===== src/rtl/vga_pkg.sv =====
// Shared VGA timing defaults (640x480 @ 60 Hz) and the line-handshake state encoding.
package vga_pkg;

    localparam int H_ACTIVE_DEF = 640;
    localparam int H_FP_DEF     = 16;
    localparam int H_SYNC_DEF   = 96;
    localparam int H_BP_DEF     = 48;
    localparam int V_ACTIVE_DEF = 480;
    localparam int V_FP_DEF     = 10;
    localparam int V_SYNC_DEF   = 2;
    localparam int V_BP_DEF     = 33;

    typedef enum logic [1:0] {
        ST_IDLE  = 2'd0,
        ST_REQ   = 2'd1,
        ST_READY = 2'd2
    } line_state_e;

endpackage


===== src/rtl/vga_timing.sv =====
// Horizontal/vertical raster counters with registered sync, display-enable and frame-start decode.
// The *_nxt outputs expose next-cycle position so the sequencer can register aligned outputs.
module vga_timing import vga_pkg::*; #(
    parameter int H_ACTIVE = H_ACTIVE_DEF,
    parameter int H_FP     = H_FP_DEF,
    parameter int H_SYNC   = H_SYNC_DEF,
    parameter int H_BP     = H_BP_DEF,
    parameter int V_ACTIVE = V_ACTIVE_DEF,
    parameter int V_FP     = V_FP_DEF,
    parameter int V_SYNC   = V_SYNC_DEF,
    parameter int V_BP     = V_BP_DEF
) (
    input  logic        clk,
    input  logic        rst_n,
    output logic [10:0] hpos,
    output logic [9:0]  vpos,
    output logic [10:0] hpos_nxt,
    output logic [9:0]  vpos_nxt,
    output logic        de_nxt,
    output logic        line_end,
    output logic        frame_end,
    output logic        hsync,
    output logic        vsync,
    output logic        de,
    output logic        frame_strobe
);

    localparam int H_TOTAL = H_ACTIVE + H_FP + H_SYNC + H_BP;
    localparam int V_TOTAL = V_ACTIVE + V_FP + V_SYNC + V_BP;

    localparam logic [10:0] H_LAST = 11'(H_TOTAL - 1);
    localparam logic [10:0] H_ACT  = 11'(H_ACTIVE);
    localparam logic [10:0] HS_BEG = 11'(H_ACTIVE + H_FP);
    localparam logic [10:0] HS_END = 11'(H_ACTIVE + H_FP + H_SYNC);
    localparam logic [9:0]  V_LAST = 10'(V_TOTAL - 1);
    localparam logic [9:0]  V_ACT  = 10'(V_ACTIVE);
    localparam logic [9:0]  VS_BEG = 10'(V_ACTIVE + V_FP);
    localparam logic [9:0]  VS_END = 10'(V_ACTIVE + V_FP + V_SYNC);

    logic        running_q, running_d;
    logic [10:0] hpos_q, hpos_d;
    logic [9:0]  vpos_q, vpos_d;
    logic        hsync_q, hsync_d;
    logic        vsync_q, vsync_d;
    logic        de_q, de_d;
    logic        fs_q, fs_d;

    // The first edge out of reset presents (0,0) instead of advancing, so frame 0 starts cleanly.
    always_comb begin
        running_d = 1'b1;
        hpos_d    = '0;
        vpos_d    = '0;
        if (running_q) begin
            if (hpos_q == H_LAST) begin
                vpos_d = (vpos_q == V_LAST) ? 10'd0 : vpos_q + 10'd1;
            end else begin
                hpos_d = hpos_q + 11'd1;
                vpos_d = vpos_q;
            end
        end
        de_d    = (hpos_d < H_ACT) && (vpos_d < V_ACT);
        hsync_d = !((hpos_d >= HS_BEG) && (hpos_d < HS_END));
        vsync_d = !((vpos_d >= VS_BEG) && (vpos_d < VS_END));
        fs_d    = (hpos_d == 11'd0) && (vpos_d == 10'd0);
    end

    always_ff @(posedge clk) begin
        if (!rst_n) begin
            running_q <= 1'b0;
            hpos_q    <= '0;
            vpos_q    <= '0;
            hsync_q   <= 1'b1;
            vsync_q   <= 1'b1;
            de_q      <= 1'b0;
            fs_q      <= 1'b0;
        end else begin
            running_q <= running_d;
            hpos_q    <= hpos_d;
            vpos_q    <= vpos_d;
            hsync_q   <= hsync_d;
            vsync_q   <= vsync_d;
            de_q      <= de_d;
            fs_q      <= fs_d;
        end
    end

    assign hpos         = hpos_q;
    assign vpos         = vpos_q;
    assign hpos_nxt     = hpos_d;
    assign vpos_nxt     = vpos_d;
    assign de_nxt       = de_d;
    assign line_end     = running_q && (hpos_q == H_LAST);
    assign frame_end    = line_end && (vpos_q == V_LAST);
    assign hsync        = hsync_q;
    assign vsync        = vsync_q;
    assign de           = de_q;
    assign frame_strobe = fs_q;

endmodule


===== src/rtl/vga_sequencer.sv =====
// VGA raster sequencer: requests each visible line from a renderer one line ahead,
// tracks whether it arrived before the deadline, and gates pixels on that result.
module vga_sequencer import vga_pkg::*; #(
    parameter int H_ACTIVE = H_ACTIVE_DEF,
    parameter int H_FP     = H_FP_DEF,
    parameter int H_SYNC   = H_SYNC_DEF,
    parameter int H_BP     = H_BP_DEF,
    parameter int V_ACTIVE = V_ACTIVE_DEF,
    parameter int V_FP     = V_FP_DEF,
    parameter int V_SYNC   = V_SYNC_DEF,
    parameter int V_BP     = V_BP_DEF
) (
    input  logic        clk48,
    input  logic        rst_n,
    input  logic        line_ack,
    output logic        hsync,
    output logic        vsync,
    output logic        de,
    output logic        pix_en,
    output logic [10:0] hpos,
    output logic [9:0]  vpos,
    output logic        frame_strobe,
    output logic [7:0]  frame_cnt,
    output logic        line_req,
    output logic [9:0]  line_num,
    output logic [7:0]  underrun_cnt
);

    localparam int V_TOTAL = V_ACTIVE + V_FP + V_SYNC + V_BP;

    localparam logic [10:0] H_ACT  = 11'(H_ACTIVE);
    localparam logic [9:0]  V_ACT  = 10'(V_ACTIVE);
    localparam logic [9:0]  V_LAST = 10'(V_TOTAL - 1);

    logic [10:0] hpos_nxt;
    logic [9:0]  vpos_nxt;
    logic        de_nxt, line_end, frame_end;

    vga_timing #(
        .H_ACTIVE(H_ACTIVE), .H_FP(H_FP), .H_SYNC(H_SYNC), .H_BP(H_BP),
        .V_ACTIVE(V_ACTIVE), .V_FP(V_FP), .V_SYNC(V_SYNC), .V_BP(V_BP)
    ) u_timing (
        .clk          (clk48),
        .rst_n        (rst_n),
        .hpos         (hpos),
        .vpos         (vpos),
        .hpos_nxt     (hpos_nxt),
        .vpos_nxt     (vpos_nxt),
        .de_nxt       (de_nxt),
        .line_end     (line_end),
        .frame_end    (frame_end),
        .hsync        (hsync),
        .vsync        (vsync),
        .de           (de),
        .frame_strobe (frame_strobe)
    );

    line_state_e state_q, state_d;
    logic [9:0]  req_line;
    logic        issue, miss;
    logic        line_req_q, line_req_d;
    logic [9:0]  line_num_q, line_num_d;
    logic [7:0]  underrun_q, underrun_d;
    logic [7:0]  frame_cnt_q, frame_cnt_d;
    logic        line_ok_q, line_ok_d;
    logic        pix_en_q, pix_en_d;

    // Decisions use next-cycle position so line_req is high in the cycle hpos shows H_ACTIVE.
    assign req_line = (vpos_nxt == V_LAST) ? 10'd0 : vpos_nxt + 10'd1;
    assign issue    = (hpos_nxt == H_ACT) && (req_line < V_ACT);
    assign miss     = (state_q == ST_REQ) && line_end && !line_ack;

    always_ff @(posedge clk48) begin
        if (!rst_n) begin
            state_q <= ST_IDLE;
        end else begin
            state_q <= state_d;
        end
    end

    // An ack arriving on the deadline cycle still counts; either way the line closes at wrap.
    always_comb begin
        state_d = state_q;
        unique case (state_q)
            ST_IDLE:  if (issue) state_d = ST_REQ;
            ST_REQ: begin
                if (line_end)      state_d = ST_IDLE;
                else if (line_ack) state_d = ST_READY;
            end
            ST_READY: if (line_end) state_d = ST_IDLE;
            default:  state_d = ST_IDLE;
        endcase
    end

    always_comb begin
        line_req_d  = (state_d == ST_REQ);
        line_num_d  = ((state_q == ST_IDLE) && issue) ? req_line : line_num_q;
        underrun_d  = (miss && (underrun_q != 8'hFF)) ? underrun_q + 8'd1 : underrun_q;
        frame_cnt_d = frame_end ? frame_cnt_q + 8'd1 : frame_cnt_q;
        line_ok_d   = line_ok_q;
        if (line_end) begin
            line_ok_d = (state_q == ST_READY) || ((state_q == ST_REQ) && line_ack);
        end
        pix_en_d    = de_nxt && line_ok_d;
    end

    always_ff @(posedge clk48) begin
        if (!rst_n) begin
            line_req_q  <= 1'b0;
            line_num_q  <= '0;
            underrun_q  <= '0;
            frame_cnt_q <= '0;
            line_ok_q   <= 1'b0;
            pix_en_q    <= 1'b0;
        end else begin
            line_req_q  <= line_req_d;
            line_num_q  <= line_num_d;
            underrun_q  <= underrun_d;
            frame_cnt_q <= frame_cnt_d;
            line_ok_q   <= line_ok_d;
            pix_en_q    <= pix_en_d;
        end
    end

    assign pix_en       = pix_en_q;
    assign frame_cnt    = frame_cnt_q;
    assign line_req     = line_req_q;
    assign line_num     = line_num_q;
    assign underrun_cnt = underrun_q;

endmodule

===== config.mk =====
export PLATFORM = sky130hd
export DESIGN_NAME = vga_sequencer
export DESIGN_NICKNAME = d
export VERILOG_FILES = /design/src/rtl/vga_pkg.sv /design/src/rtl/vga_timing.sv /design/src/rtl/vga_sequencer.sv
export SDC_FILE = /design/constraint.sdc
export NUM_CORES = 1
export LEC_CHECK = 0
export BUFFER_PORTS_ARGS = -buffer_cell sky130_fd_sc_hd__buf_2
export CAP_MARGIN = 20
export CORE_MARGIN = 5
export CORE_UTILIZATION = 50
export DETAILED_ROUTE_END_ITERATION = 6
export PLACE_DENSITY = 0.76
export SLEW_MARGIN = 20
export SYNTH_ARGS = -nofsm -noshare
export SYNTH_HDL_FRONTEND = slang
export SYNTH_SLANG_ARGS = --single-unit

===== constraint.sdc =====
create_clock -name clk48 -period 3.1 [get_ports clk48]
set_input_delay 0 -clock clk48 [delete_from_list [all_inputs] [get_ports clk48]]
set_output_delay 0 -clock clk48 [all_outputs]
set_load 0.01 [all_outputs]

# After elaboration in Yosys (flattened, before gate mapping)
# Index checks and enable logic that the tools add are counted.
[totals] regBits=57 latch_bits=0 ram_bits=0 rom_bits=0 out_inout_bits=53 word_cells=67 memories=0
[classes] n_addsub=5 multipliers=0 div=0 order_cmp=7 n_eq_ne=8 shift=0 muxes=13 n_bitwise=0 reduce_logical=20
[op_table] op="$mux 10" count=4
[op_table] op="$lt 10x9->1 const B" count=3
[op_table] op="$eq 11x10->1 const B" count=2
[op_table] op="$lt 11x10->1 const B" count=2
[op_table] op="$mux 11" count=2
[op_table] op="$add 10x1->10 const B" count=2
[op_table] op="$eq 10x10->1 const B" count=2
[op_table] op="$add 8x1->8 const B" count=2
[op_table] op="$logic_and 1x1->1" count=13
[op_table] op="$add 11x1->11 const B" count=1
[op_table] op="$ge 11x10->1 const B" count=1
[op_table] op="$logic_not 11->1" count=1
[op_table] op="$ge 10x9->1 const B" count=1
[op_table] op="$logic_not 10->1" count=1
[op_table] op="$mux 2" count=4
[op_table] op="$ne 8x8->1 const B" count=1
[op_table] op="$pmux 2 s3" count=1
[op_table] op="$eq 2x1->1 const B" count=2
[op_table] op="$logic_not 1->1" count=3
[op_table] op="$eq 2x2->1 const B" count=1
[op_table] op="$logic_not 2->1" count=1
[op_table] op="$mux 1" count=2
[op_table] op="$logic_or 1x1->1" count=1

# Depth between registers and ports, before layout
# Gate-level depths: netlist of the first run.
[logic_depth] depth_word=11 ltp_mapped=14

# Modules after synthesis
# A second synthesis of the first run with hierarchy kept.
[hier_totals] cells_unflattened=378 hier_area_um2=3168.0
[by_module_without_submodules] mod="vga_timing" instances=1 cells_per_inst=208 area_each_um2=1646.6 seq_area_each_um2=520.5
[by_module_without_submodules] mod="vga_sequencer" instances=1 cells_per_inst=170 area_each_um2=1521.5 seq_area_each_um2=620.6

# Least setup slack after synthesis of the first run
# OpenSTA, ideal clock, no wires.
[synth_path] path_type="register -> register" startpoint="reg u_timing.hpos_q[1] (netlist: u_timing.hpos[1])" endpoint="reg line_num_q[4] (netlist: line_num[4])" t_arrival_ns=3.041 required_time_ns=3.028 setup_slack_ns=-0.013 path_stages_with_launch=15 n_path_buf=2 cell_sequence="dfxtp_1 -> ha_1 -> and4_1 -> clkbuf_1 -> nand4_1 -> o21ai_0 -> nand2_1 -> inv_1 -> ha_1 -> o2111ai_1 -> xnor2_1 -> a211oi_2 -> a211oi_2 -> buf_6 -> mux2i_1"
[synth_between] elab_chain_len=8 word_cells_on_any_way=13
[synth_rtl] item="from (decl)" line_no="vga_timing.sv:41" source="logic [10:0] hpos_q, hpos_d;"
[synth_rtl] item="from (signal assigned)" line_no="vga_timing.sv:78" source="hpos_q <= hpos_d;"
[synth_rtl] item="$eq 11x10->1 *" line_no="vga_timing.sv:54" source="if (hpos_q == H_LAST) begin"
[synth_rtl] item="$mux 10 *" line_no="vga_timing.sv:54"
[synth_rtl] item="$mux 10 *" line_no="vga_timing.sv:53" source="if (running_q) begin"
[synth_rtl] item="net u_timing.vpos_nxt[0]" line_no="vga_timing.sv:18" source="output logic [9:0] vpos_nxt,"
[synth_rtl] item="$add 10x1->10 / $eq 10x10->1 (equally long branches)" line_no="vga_sequencer.sv:69" source="assign req_line = (vpos_nxt == V_LAST) ? 10'd0 : vpos_nxt + 10'd1;"
[synth_rtl] item="$mux 10 *" line_no="vga_sequencer.sv:69"
[synth_rtl] item="$lt 10x9->1" line_no="vga_sequencer.sv:70" source="assign issue = (hpos_nxt == H_ACT) && (req_line < V_ACT);"
[synth_rtl] item="$logic_and 1x1->1" line_no="vga_sequencer.sv:70"
[synth_rtl] item="$logic_and 1x1->1" line_no="vga_sequencer.sv:97" source="line_num_d = ((state_q == ST_IDLE) && issue) ? req_line : line_num_q;"
[synth_rtl] item="to (signal assigned)" line_no="vga_sequencer.sv:117" source="line_num_q <= line_num_d;"
[synth_rtl] item="to (decl)" line_no="vga_sequencer.sv:62" source="logic [9:0] line_num_q, line_num_d;"
# Mark *: on every way through the listed nets, which the timed path passes. The rest lies on a longest branch.
# A chain may end at the register's enable or synchronous reset.

# Final worst setup path of the first run
[layout_path] startpoint="reg u_timing.vpos_q[4] (netlist: u_timing.vpos[4])" endpoint="reg line_num_q[0] (netlist: line_num[0])"
[layout_between] elab_chain_len=9 word_cells_on_any_way=11
[layout_rtl] item="from (decl)" line_no="vga_timing.sv:42" source="logic [9:0] vpos_q, vpos_d;"
[layout_rtl] item="from (signal assigned)" line_no="vga_timing.sv:79" source="vpos_q <= vpos_d;"
[layout_rtl] item="$add 10x1->10 / $eq 10x10->1 (equally long branches)" line_no="vga_timing.sv:55" source="vpos_d = (vpos_q == V_LAST) ? 10'd0 : vpos_q + 10'd1;"
[layout_rtl] item="$mux 10" line_no="vga_timing.sv:55"
[layout_rtl] item="$mux 10 *" line_no="vga_timing.sv:54"
[layout_rtl] item="$mux 10 *" line_no="vga_timing.sv:53"
[layout_rtl] item="$add 10x1->10 / $eq 10x10->1 (equally long branches)" line_no="vga_sequencer.sv:69"
[layout_rtl] item="$mux 10 *" line_no="vga_sequencer.sv:69"
[layout_rtl] item="$lt 10x9->1" line_no="vga_sequencer.sv:70"
[layout_rtl] item="$logic_and 1x1->1" line_no="vga_sequencer.sv:70"
[layout_rtl] item="$logic_and 1x1->1" line_no="vga_sequencer.sv:97"
# Mark *: on every way between the ends. The rest lies on a longest branch, timed or not.

==> results.txt, run 1 <==
Peak supply drop: 0.430 mV
Routability cong.: 0.924
Avg WL per Cell: 16.0 um
H-tree depth: 3
P per Cell Area: 398 nW/um2
Worst r2r dst: line_num[0]$_SDFFE_PN0P_
First DRT Iteration DRCs: 157
N_diodes: 0
CTS buffer count: 9
Worst skew pair latency: 0.34 ns
Asr flop ratio synth: 0%
Critical path type: flip-flop to flip-flop
Starting Density: 51.3%
DRC viols: 0
Sequential area share after synthesis: 37.5%
First-pass GRT wire length: 13600 um
Hold endpoint: u_timing.running_q$_DFF_P_
Largest fanout on the critical path: 6
Hold path depth: 1
Largest net degree at the start of global routing: 27
Share of the synthesized area in the top cell type: 37.5%
Die width: 88.0 um
Post-placement cell area: 3610 um2
Syn Nets: 359
CTS tree: built
Final Cycle Share: 96.0%
WL final: 8360 um
Cell Rows: 28
Max Buffers Root-to-Sink: 2
FF-to-FF setup slack: 0.12 ns
Nets@finish: 453
Commonest cells in the netlist: dfxtp_1 (57), nor2_1 (47), nand2_1 (35)
Tot GR Track Use: 22.6%
Hold Startpoint: rst_n
Ys Warns: 0
Post-synthesis average cell area: 8.71 um2
Pleak: 1.68 nW
Critical Path RT: 3.37 ns
Status: complete, no violations
Core area: 5920 um2
Gr ovfl total: 0
Top FF cell, synth: dfxtp_1
Critical R2R Launch: u_timing.vpos[4]$_SDFF_PN0_
IO Count: 56
Min Tclk post-route: 2.98 ns
Initial antenna violation count: 0
Die area: 7740 um2
Hold-fix buffers at CTS: 0
F_max: 0.336 GHz
Element type at the critical path start: flip-flop
CP arrival: 3.24 ns
Post-synthesis cell type count: 51
Power after layout: 1.59 mW
CTS Sinks: 57
Final-report hold violation count: 0
Die height: 88.0 um
Slew Viols, Final: 0
Area growth syn-to-layout: 31.9%
Port bufs: 55
Half-perimeter wire length after placement: 6150 um
Clock skew: 0.0122 ns
Post-route cell area: 4010 um2
Crit. End Element: flip-flop
Synth Register Bits: 57
Total vias in the final route: 2989
Layout cells sized above 1: 32.8%
Root buffer cell: clkbuf_8
Worst slew pin tran: 0.717 ns
Reg clk slew, reported paths: 0.07 ns
Synth area leader: dfxtp_1
Worst min-delay path class: input pin to flip-flop
Post-Syn Area: 3040 um2
Vias in the first global route: 2874
Synth area leaders: dfxtp_1 (38%), nor2_1 (5.8%), xnor2_1 (4.6%), nand2_1 (4.3%), xor2_1 (4.0%)
Antenna viol nets, final: 0
Number of synthesized flops with an enable pin: 0
Gate Count Post-Synth: 349
Vias/cell: 5.72
Drt first pass iters: 4
Worst R2R Path Depth: 10
Setup-failing EPs final: 0
Max-cap violations: 0
Top-count cell post-synth: dfxtp_1
Rel. slew slack: 52.2%
[layer usage]
layer | share of wire, % | vias to the layer above | wire length, um | GRT usage (%)
li1 | - | 1463 | - | -
met1 | 43 | 1413 | 3630 | 28.2
met2 | 48 | 94 | 4050 | 37.4
met3 | 5.4 | 19 | 455 | 4.89
met4 | 2.7 | 0 | 225 | 9.90
met5 | 0 | - | 0 | 0
[worst max-delay path by stage]
stage / end / slack, ns / from / cells past startpoint
floorplan: line_num[6]$_SDFFE_PN0P_ / 0.05 / u_timing.hpos[1]$_SDFF_PN0_ / 11
global placement: line_num[6]$_SDFFE_PN0P_ / -0.04 / u_timing.vpos[0]$_SDFF_PN0_ / 11
detailed placement: line_num[6]$_SDFFE_PN0P_ / -0.05 / u_timing.vpos[0]$_SDFF_PN0_ / 11
CTS: line_num[6]$_SDFFE_PN0P_ / 0.01 / u_timing.vpos[0]$_SDFF_PN0_ / 11
global route: line_num[2]$_SDFFE_PN0P_ / -0.0003 / u_timing.vpos[0]$_SDFF_PN0_ / 12
finish: line_num[0]$_SDFFE_PN0P_ / 0.12 / u_timing.vpos[4]$_SDFF_PN0_ / 10
[worst max-delay path, stage by stage (launching register included)]
cell and delay, ns:
dfxtp_1 0.32, or3_4 0.39, or4_4 0.53, a41oi_4 0.30, ha_4 0.19, nand4b_1 0.14
nor4_4 0.30, a211oi_2 0.08, a211oi_2 0.28, buf_6 0.18, mux2i_2 0.20
[cells in the final DEF, fill, tap and decap left out, drive strengths merged, types with 2 or more instances in the layout]
cell type   n
a211oi      3
a21oi      10
a31o        2
a31oi       5
and2        6
and3        6
and4        2
buf        96
bufinv      2
clkbuf     12
clkinv      2
dfxtp      57
ha          7
inv         8
mux2i      10
nand2      35
nand3      19
nand4      17
nand4b      2
nor2       47
nor3        8
nor4       14
o211a       2
o211ai      3
o21ai      10
o221a       4
o31a        2
o31ai       5
or3         7
or4         6
xnor2      17
xor2       14
[power by group]
| group | leakage (nW) | internal, mW | total, mW | switching, mW |
|---|---|---|---|---|
| clock | 0.117 | 0.499 | 0.815 | 0.316 |
| combinational | 1.10 | 0.0127 | 0.0406 | 0.0279 |
| sequential | 0.462 | 0.736 | 0.738 | 0.00292 |
[timing repair]
| action | CTS | global route |
|---|---|---|
| pin swaps | 0 | 10 |
| setup endpoints to repair | 11 | 12 |
| resized for setup | 2 | 27 |
| buffers inserted | 0 | 4 |
| cloned | 0 | 1 |
[cell families after synthesis]
| logic type | share of synthesized area (%) |
|---|---|
| AND/OR/NAND/NOR | 31.3 |
| flip-flops | 37.5 |
| AO/OA/AOI/OAI | 12.4 |
| XOR/XNOR | 9.18 |
| buffers and inverters | 3.38 |
| multiplexers | 3.29 |
| adder cells (fa/ha/maj) | 2.88 |
[registers in the layout, summed over array words and instances, names as in the netlist, 2 cells and up]
register	cells
u_timing.vpos	10
state_q	2
underrun_cnt	8
line_num	10
u_timing.hpos	11
frame_cnt	8
[final cells by class]
cell class                      count  area, um2
Inverter                            8       35.0
Sequential cell                    57       1140
Clock inverter                      4       73.8
Clock buffer                       12        155
Timing Repair Buffer               96        587
Tap cell                           75       93.8
Multi-Input combinational cell    271       1920
Fill cell                         499       1910
[through the flow]
step | hold WS [ns] | setup WS [ns] | utilization (%) | instances | TNS, ns
after floorplan | 0.0277 | 0.0536 | - | 349 | 0
after global placement | 0.376 | -0.0376 | 61.0 | 502 | -0.0680
after detailed placement | 0.381 | -0.0484 | 61.0 | 502 | -0.230
after CTS | 0.0229 | 0.0148 | 65.0 | 518 | 0
after global routing | 0.0422 | -0.000327 | 67.7 | 523 | -0.000327
final | 0.0386 | 0.125 | 67.7 | 523 | 0
Power figures use the tool's default switching activity.
==> inputs of run 2 (changes only) <==
--- a/config.mk
+++ b/config.mk
@@ -8,9 +8,10 @@
 export BUFFER_PORTS_ARGS = -buffer_cell sky130_fd_sc_hd__buf_2
 export CAP_MARGIN = 20
 export CORE_MARGIN = 5
-export CORE_UTILIZATION = 50
+export CORE_UTILIZATION = 52
+export CTS_BUF_LIST = sky130_fd_sc_hd__clkbuf_8
 export DETAILED_ROUTE_END_ITERATION = 6
-export PLACE_DENSITY = 0.76
+export PLACE_DENSITY = 0.78
 export SLEW_MARGIN = 20
 export SYNTH_ARGS = -nofsm -noshare
 export SYNTH_HDL_FRONTEND = slang
==> run 2 against run 1 <==
Against the previous run:
- utilization is 2.0 points higher
- total power is 2.8% lower
- non-clock buffer count is 2 lower
- clock skew is 0.0057 ns lower
- critical endpoint is now line_num[8]$_SDFFE_PN0P_
==> results.txt, run 2 (synthesis results as in run 1) <==
Most common cell after layout, fill and taps aside: buf_2 (unchanged)
Core area: 5610 um2 (was 5920 um2)
Worst slew pin tran: 0.738 ns (was 0.717 ns)
Pleak: 1.62 nW (was 1.68 nW)
Worst Slack Setup Final: 0.0755 ns (was 0.125 ns)
Die area: 7470 um2 (was 7740 um2)
H-tree depth: 3 (unchanged)
CTS tree: built (unchanged)
Half-perimeter wire length after placement: 6210 um (was 6150 um)
Gr ovfl total: 0 (unchanged)
Power after layout: 1.55 mW (was 1.59 mW)
Place WS: 0.00106 ns (was -0.0484 ns)
Post-Layout Cell Count: 518 (was 523)
Minimum hold slack: 0.0263 ns (was 0.0386 ns)
Fillers: 473 (was 499)
Critical Path RT: 3.39 ns (was 3.37 ns)
Die width: 86.5 um (was 88.0 um)
Nets@finish: 451 (was 453)
WL final: 8330 um (was 8360 um)
Vias in the first global route: 2917 (was 2874)
IO Count: 56 (unchanged)
Slew Viols, Final: 0 (unchanged)
Min Tclk post-route: 3.02 ns (was 2.98 ns)
Final-report hold violation count: 0 (unchanged)
Final Cycle Share: 97.6% (was 96.0%)
Setup-failing EPs final: 0 (unchanged)
Status: complete, no violations (unchanged)
Layout cells sized above 1: 31.4% (was 32.8%)
Rel. slew slack: 50.7% (was 52.2%)
N_diodes: 0 (unchanged)
Crit. End Element: flip-flop (unchanged)
First DRT Iteration DRCs: 172 (was 157)
Internal power: 1.20 mW (was 1.25 mW)
Peak supply drop: 0.308 mV (was 0.430 mV)
Antenna viol nets, final: 0 (unchanged)
Sw frac: 22.6% (was 21.8%)
CTS Sinks: 57 (unchanged)
Total vias in the final route: 2970 (was 2989)
Routability cong.: 0.987 (was 0.924)
F_max: 0.331 GHz (was 0.336 GHz)
Cell Rows: 27 (was 28)
Placed cells: 499 (was 502)
DRC viols: 0 (unchanged)
Max reg flops: 11 (unchanged)
P_sw: 0.351 mW (was 0.347 mW)
Clock skew: 0.00650 ns (was 0.0122 ns)
CTS buffer count: 9 (unchanged)
GRT Max-Usage Layer: met2 (unchanged)
Port bufs: 55 (unchanged)
First-pass GRT wire length: 13600 um (about the same)
P per Cell Area: 397 nW/um2 (was 398 nW/um2)
Element type at the critical path start: flip-flop (unchanged)
Tot GR Track Use: 22.7% (was 22.6%)
Max Buffers Root-to-Sink: 2 (unchanged)
Worst skew pair latency: 0.35 ns (was 0.34 ns)
Avg WL per Cell: 16.1 um (was 16.0 um)
Max-cap violations: 0 (unchanged)
Hold-fix buffers at CTS: 0 (unchanged)
Largest net degree at the start of global routing: 27 (unchanged)
Worst min-delay path class: input pin to flip-flop (unchanged)
Root buffer cell: clkbuf_8 (unchanged)
Gate power share: 2.6% (was 2.5%)
Drt first pass iters: 4 (unchanged)
Grt met2 use: 38.0% (was 37.4%)
Met1 Resource Use GR: 27.0% (was 28.2%)
Critical path type: flip-flop to flip-flop (unchanged)
Fin Setup TNS: 0 ns (unchanged)
Area growth syn-to-layout: 28.6% (was 31.9%)
Largest fanout on the critical path: 6 (unchanged)
Clock share of power: 49.7% (was 51.1%)
RSZ-0062 raised after global routing: yes
Vias/cell: 5.73 (was 5.72)
Reg power frac: 47.6% (was 46.3%)
CP arrival: 3.31 ns (was 3.24 ns)
Reg clk slew, reported paths: 0.07 ns (about the same)
Die height: 86.5 um (was 88.0 um)
Met3 GRT Util: 7.89% (was 4.89%)
Starting Density: 54.2% (was 51.3%)
Most frequent cells in the layout: buf_2 (56), dfxtp_1 (55), nor2_1 (47), buf_4 (37), nand2_1 (34) (was buf_2 (55), dfxtp_1 (54), nor2_1 (46), buf_4 (40), nand2_1 (34))
Initial antenna violation count: 0 (unchanged)
[run 2: cell types whose count changed in the layout (fill, tap and decap cells not counted), sizes merged]
cell / previous run / this run
buf: 96 / 94
clkbuf: 12 / 9
clkinv: 2 / 3
clkinvlp: 0 / 2
[run 2: timing repair]
item | CTS | global route
pin swaps | 0 | 2
endpoints found under the setup margin | 3 | 12
buffers inserted | 0 | 2
gates cloned | 0 | 1
resized for setup | 1 | 13
[run 2: critical path, cell delays in order (launching register included)]
cell,delay [ns]
dfxtp_1,0.32
inv_1,0.08
ha_1,0.18
nand4_1,0.15
or4_4,0.54
a41oi_4,0.26
ha_1,0.22
nand4b_1,0.12
nor4_2,0.28
a211oi_1,0.11
a211oi_2,0.27
buf_2,0.23
o221a_1,0.19
[run 2: power groups by stage]
stage,Combinational (mW),Sequential (mW),Clock (mW)
2_1_floorplan,0.0233,0.756,0
3_3_place_gp,0.0402,0.755,0
3_5_place_dp,0.0401,0.755,0
4_1_cts,0.0404,0.738,0.776
5_1_grt,0.0439,0.738,0.821
6_report,0.0409,0.738,0.771
[run 2: final cells by class]
| class | instances | area (um2) | share of cell area, % |
|---|---|---|---|
| timing repair buffer | 94 | 569 | 14.6 |
| clock inverter | 7 | 93.8 | 2.40 |
| tap | 72 | 90.1 | 2.31 |
| sequential | 57 | 1140 | 29.3 |
| inverter | 8 | 35.0 | 0.897 |
| multi-input combinational | 271 | 1850 | 47.4 |
| clock buffer | 9 | 124 | 3.17 |
[run 2: path summary, 6_finish.rpt]
kind	depth (start not counted)	from	endpoint	slack, ns
min	1	rst_n	u_timing.running_q$_DFF_P_	0.03
min reg2reg	2	line_num[9]$_SDFFE_PN0P_	line_num[9]$_SDFFE_PN0P_	0.43
max	12	u_timing.vpos[0]$_SDFF_PN0_	line_num[8]$_SDFFE_PN0P_	0.08
max reg2reg	12	u_timing.vpos[0]$_SDFF_PN0_	line_num[8]$_SDFFE_PN0P_	0.08
[run 2: routing by layer]
| layer | up-vias | share of wire (%) |
|---|---|---|
| met5 | - | 0 |
| met4 | 0 | 2.2 |
| met3 | 22 | 7.1 |
| met2 | 98 | 50 |
| met1 | 1390 | 41 |
| li1 | 1460 | - |
[run 2: per-stage QoR]
stage | utilization [%] | cell area, um2
2_1_floorplan | - | 3040
3_3_place_gp | 64.3 | 3610
3_5_place_dp | 64.3 | 3610
4_1_cts | 68.3 | 3830
5_1_grt | 69.7 | 3910
6_report | 69.7 | 3910
